==> src/rtl/alu_request_driver.sv <==
// Buffers ALU requests in a FIFO and returns registered results over valid/ready.
// Latency: 1 cycle minimum from request acceptance to rsp_valid.
// Backpressure: a stalled response holds its slot, and the FIFO fills until req_ready drops.
package ALUOpcode;
    typedef enum logic [3:0] {
        ADD = 4'd0,
        SUB = 4'd1,
        MUL = 4'd2,
        AND = 4'd3,
        OR  = 4'd4,
        XOR = 4'd5,
        EQ  = 4'd6,
        LT  = 4'd7
    } t_e;
endpackage

module alu_request_driver #(
    parameter int DEPTH = 4
) (
    input  logic                clk,
    input  logic                rst,
    input  logic                req_valid,
    output logic                req_ready,
    input  ALUOpcode::t_e       req_opcode,
    input  logic signed [31:0]  req_a,
    input  logic signed [31:0]  req_b,
    output logic signed [31:0]  alu_a,
    output logic signed [31:0]  alu_b,
    output ALUOpcode::t_e       alu_opcode,
    input  logic signed [31:0]  alu_y,
    input  logic                alu_zero,
    output logic                rsp_valid,
    input  logic                rsp_ready,
    output logic signed [31:0]  rsp_y,
    output logic                rsp_zero,
    output logic                busy
);

    localparam int PW = $clog2(DEPTH);
    localparam int CW = PW + 1;

    typedef struct packed {
        ALUOpcode::t_e      opcode;
        logic signed [31:0] a;
        logic signed [31:0] b;
    } req_t;

    req_t              mem_q [DEPTH];
    req_t              req_in;
    req_t              head;
    logic [PW-1:0]     wptr_q, wptr_d;
    logic [PW-1:0]     rptr_q, rptr_d;
    logic [CW-1:0]     count_q, count_d;
    logic              rsp_valid_q, rsp_valid_d;
    logic signed [31:0] rsp_y_q, rsp_y_d;
    logic              rsp_zero_q, rsp_zero_d;
    logic              empty;
    logic              push;
    logic              pop;

    always_comb begin
        req_in.opcode = req_opcode;
        req_in.a      = req_a;
        req_in.b      = req_b;
        head          = mem_q[rptr_q];

        empty     = (count_q == '0);
        // Ready comes from registered occupancy only, so a same-cycle pop never frees a slot early.
        req_ready = (count_q != CW'(DEPTH));
        push      = req_valid && req_ready;
        pop       = !empty && (!rsp_valid_q || rsp_ready);

        wptr_d  = push ? wptr_q + PW'(1) : wptr_q;
        rptr_d  = pop  ? rptr_q + PW'(1) : rptr_q;
        count_d = count_q;
        case ({push, pop})
            2'b10:   count_d = count_q + CW'(1);
            2'b01:   count_d = count_q - CW'(1);
            default: count_d = count_q;
        endcase

        rsp_valid_d = rsp_valid_q;
        rsp_y_d     = rsp_y_q;
        rsp_zero_d  = rsp_zero_q;
        if (pop) begin
            rsp_valid_d = 1'b1;
            rsp_y_d     = alu_y;
            rsp_zero_d  = alu_zero;
        end else if (rsp_ready) begin
            rsp_valid_d = 1'b0;
        end

        // An idle ALU still sees a legal opcode.
        alu_opcode = ALUOpcode::ADD;
        alu_a      = '0;
        alu_b      = '0;
        if (!empty) begin
            alu_opcode = head.opcode;
            alu_a      = head.a;
            alu_b      = head.b;
        end

        rsp_valid = rsp_valid_q;
        rsp_y     = rsp_y_q;
        rsp_zero  = rsp_zero_q;
        busy      = !empty || rsp_valid_q;
    end

    always_ff @(posedge clk) begin
        if (rst) begin
            wptr_q      <= '0;
            rptr_q      <= '0;
            count_q     <= '0;
            rsp_valid_q <= 1'b0;
            rsp_y_q     <= '0;
            rsp_zero_q  <= 1'b0;
        end else begin
            wptr_q      <= wptr_d;
            rptr_q      <= rptr_d;
            count_q     <= count_d;
            rsp_valid_q <= rsp_valid_d;
            rsp_y_q     <= rsp_y_d;
            rsp_zero_q  <= rsp_zero_d;
        end
    end

    always_ff @(posedge clk) begin
        if (push) begin
            mem_q[wptr_q] <= req_in;
        end
    end

endmodule

==> config.mk <==
export PLATFORM = sky130hd
export DESIGN_NAME = alu_request_driver
export DESIGN_NICKNAME = d
export VERILOG_FILES = /design/src/rtl/alu_request_driver.sv
export SDC_FILE = /design/constraint.sdc
export NUM_CORES = 1
export LEC_CHECK = 0
export BUFFER_PORTS_ARGS = -buffer_cell sky130_fd_sc_hd__buf_2
export CAP_MARGIN = 15
export CORE_UTILIZATION = 28
export DETAILED_ROUTE_END_ITERATION = 10
export REMOVE_ABC_BUFFERS = 1
export SKIP_LAST_GASP = 1
export SYNTH_ARGS = -nofsm -noshare
export SYNTH_HDL_FRONTEND = slang
export SYNTH_SLANG_ARGS = --single-unit
export TNS_END_PERCENT = 1
==> constraint.sdc <==
create_clock -name clk -period 10.6 [get_ports clk]
set_input_delay 3.18 -clock clk [delete_from_list [all_inputs] [get_ports clk]]
set_output_delay 3.18 -clock clk [all_outputs]
set_load 0.02 [all_outputs]
==> flow_summary.toml <==
[worst_setup_path]
critPathLaunchType = "flop"
crit_fanout = 38
worst_r2r_endpoint = "mem_q[2][26]"
slowest_stage = "dfxtp_4"
r2r_start = "count_q[0]"
worstSetupPathType = "flop to output pin"
ff2ff_setup_slack_ns = 8.02
crit_chain = "buf_4, mux4_2, nor2b_1, buf_2"
crit_required_ns = 7.42
crit_path_end = "alu_a[6]"
crit_family = "buffers and inverters"
path_depth = 4
crit_arrival_ns = 3.02
slowest_delay_ns = 0.85
end_kind = "output pin"
r2r_cells = 4
crit_buf_inv = 2

[yosys]
ys_seq_elements = 315
synth_edf_count = 272
synth_common_cells = "272 x edfxtp_1, 71 x nor2b_1, 68 x mux4_2"
yosys.area.top_type_share = 0.675
yosys_warnings = 0
synth.most_common_cell = "edfxtp_1"
seq_area_frac_synth = 0.746
yosysUniqueCellTypes = 27
synth-main-ff-cell = "edfxtp_1"
synth.avg_cell_area_um2 = 18.8
synth_area_leader_cell = "edfxtp_1"
async_reset_ff_frac = 0
syn_inst = 642
netlist_top_cells_area = "edfxtp_1 68%, mux4_2 13%, dfxtp_1 7.1%"
netlist_area_um2 = 12100

[global_routing]
grt_pass1_vias = 6620
grt_start_max_net_pins = 112
grt_remaining_overflow = 0
antenna_found_initial = 6
grt_pass1_wl_um = 38900
track_usage = 0.118

[cts]
clk_pin_slew_ns = 0.06
post-cts-setup-buffer-count = 0
insertion_delay_ns = 0.54
cts_tree = "built"
holdBufCountCts = 0
htreeDepth = 2
cts_buffer_depth = 3
cts.sinks = 315
cts_made_buffers = 35
postCtsResizedCells = 0
root_buffer = "clkbuf_16"

[route]
dr.first_iter.drc_count = 337
wl_um = 25800
dr_total_vias = 6391
antenna_left = 0
wl_per_cell_um = 17.7
viasPerCell = 4.38
dr.pass1.iters = 4
drc_errors = 0

[floorplan]
core_area_um2 = 42300
chipHeight_um = 210
fp.dieArea_um2 = 44100
die_w_um = 210
ios = 209
num_rows = 75
initial_core_util = 0.286

[sta]
finClkSkew_ns = 0.0215
hold_ws_ns = 0.470
period_needed_ns = 6.20
fin_ws_ns = 4.40
relSlewSlack = 0.293
setup_violations = 0
worst_slew_pin_slew_ns = 1.06
finalCritPeriodShare = 0.585
fmax_mhz = 161
hold_viol_final = 0
slew_viol_final = 0
grt_setup_unrepaired = "false"

[placement]
hpwl_um = 15400
place.gp.congestion = 0.671
placed_cell_area_um2 = 13800
port_buffers = 208
dp_slack_ns = 4.75

[pwr]
power_leakage_nw = 5.15
p_total_w = 0.00413
ir_drop_mv = 0.193
p_per_area_nw_per_um2 = 278

[cells_and_area]
drive_above_1_share = 0.393
nets = 964
multi_input_area_um2 = 2860
regArea_um2 = 9040
postLayoutCellArea_um2 = 14900
fillers = 4052
synthToLayoutAreaGrowth_pct = 22.8

[flow_run]
drv_cap = 0

[hold_path]
min_path_cells = 2
hold_class = "flop to flop"

[status]
status = "completed"
-- cell type report --
| class | count | share of cell area |
|---|---|---|
| sequential | 315 | 0.608 |
| multi-input combinational | 277 | 0.193 |
| timing repair buffer | 218 | 0.0751 |
| clock buffer | 47 | 0.0634 |
| tap | 577 | 0.0486 |
| clock inverter | 17 | 0.0103 |
| inverter | 6 | 0.00152 |
| antenna | 1 | 0.000168 |
-- through the flow --
stage | instances | TNS (ns) | utilization
CTS | 1457 | 0 | 0.351
global placement | 1393 | 0 | 0.325
detailed placement | 1393 | 0 | 0.325
global route | 1457 | 0 | 0.351
floorplan | 598 | -0.103 | -
finish | 1458 | 0 | 0.351
-- layer usage --
| layer | global-route usage | up-vias | wire length, um |
|---|---|---|---|
| li1 | - | 2939 | - |
| met2 | 0.184 | 201 | 11700 |
| met1 | 0.148 | 3198 | 11300 |
| met4 | 0.0443 | 8 | 615 |
| met5 | 0 | - | 40 |
| met3 | 0.0449 | 45 | 2090 |
-- cells in the final DEF, fill, tap and decap left out, types with 5 or more instances in the layout --
cell,count
o21ai_1,22
mux4_2,68
o21ai_0,12
nor2_1,9
ha_1,5
inv_1,6
a21oi_1,36
clkbuf_1,11
buf_2,208
nand3b_1,33
clkinv_2,7
clkbuf_16,36
dfxtp_1,41
buf_4,10
nor2b_1,70
edfxtp_1,272
-- worst min-delay path by stage --
stage / startpoint / to / slack [ns]
global route: rsp_y[15] / rsp_y[15] / 0.49
floorplan: count_q[2] / count_q[2] / 0.48
CTS: rsp_y[0] / rsp_y[0] / 0.47
global placement: rsp_y[7] / rsp_y[7] / 0.46
finish: rsp_y[5] / rsp_y[5] / 0.47
detailed placement: rsp_y[0] / rsp_y[0] / 0.46
-- cells by family after synthesis --
| logic type | Yosys count | synth area share |
|---|---|---|
| compound gates | 71 | 0.0296 |
| flops | 315 | 0.746 |
| xor+xnor | 2 | 0.00145 |
| buf+inv | 50 | 0.0189 |
| simple gates | 125 | 0.0660 |
| mux | 73 | 0.131 |
| fa+ha+maj | 6 | 0.00682 |
-- report_power, final --
group / switching (W) / total [W] / leakage (nW) / internal (W)
clock: 0.000485 / 0.00116 / 0.539 / 0.000679
sequential: 0.000104 / 0.00163 / 2.85 / 0.00153
combinational: 0.000781 / 0.00133 / 1.76 / 0.000552
total: 0.00137 / 0.00413 / 5.15 / 0.00276
-- worst min-delay path, delay by kind of cell (launching register included) --
kind,cells,cell delay [ns]
AOI/OAI and AO/OA,2,0.12
DFF,1,0.30
-- flip-flops by register name, indices dropped and copies added, names as in the netlist, named ones only --
register and cells:
rsp_zero 1, rsp_y 32, wptr_q 2, mem_q 272, rsp_valid 1, rptr_q 2
count_q 3
(Power assumes the default switching activity.)
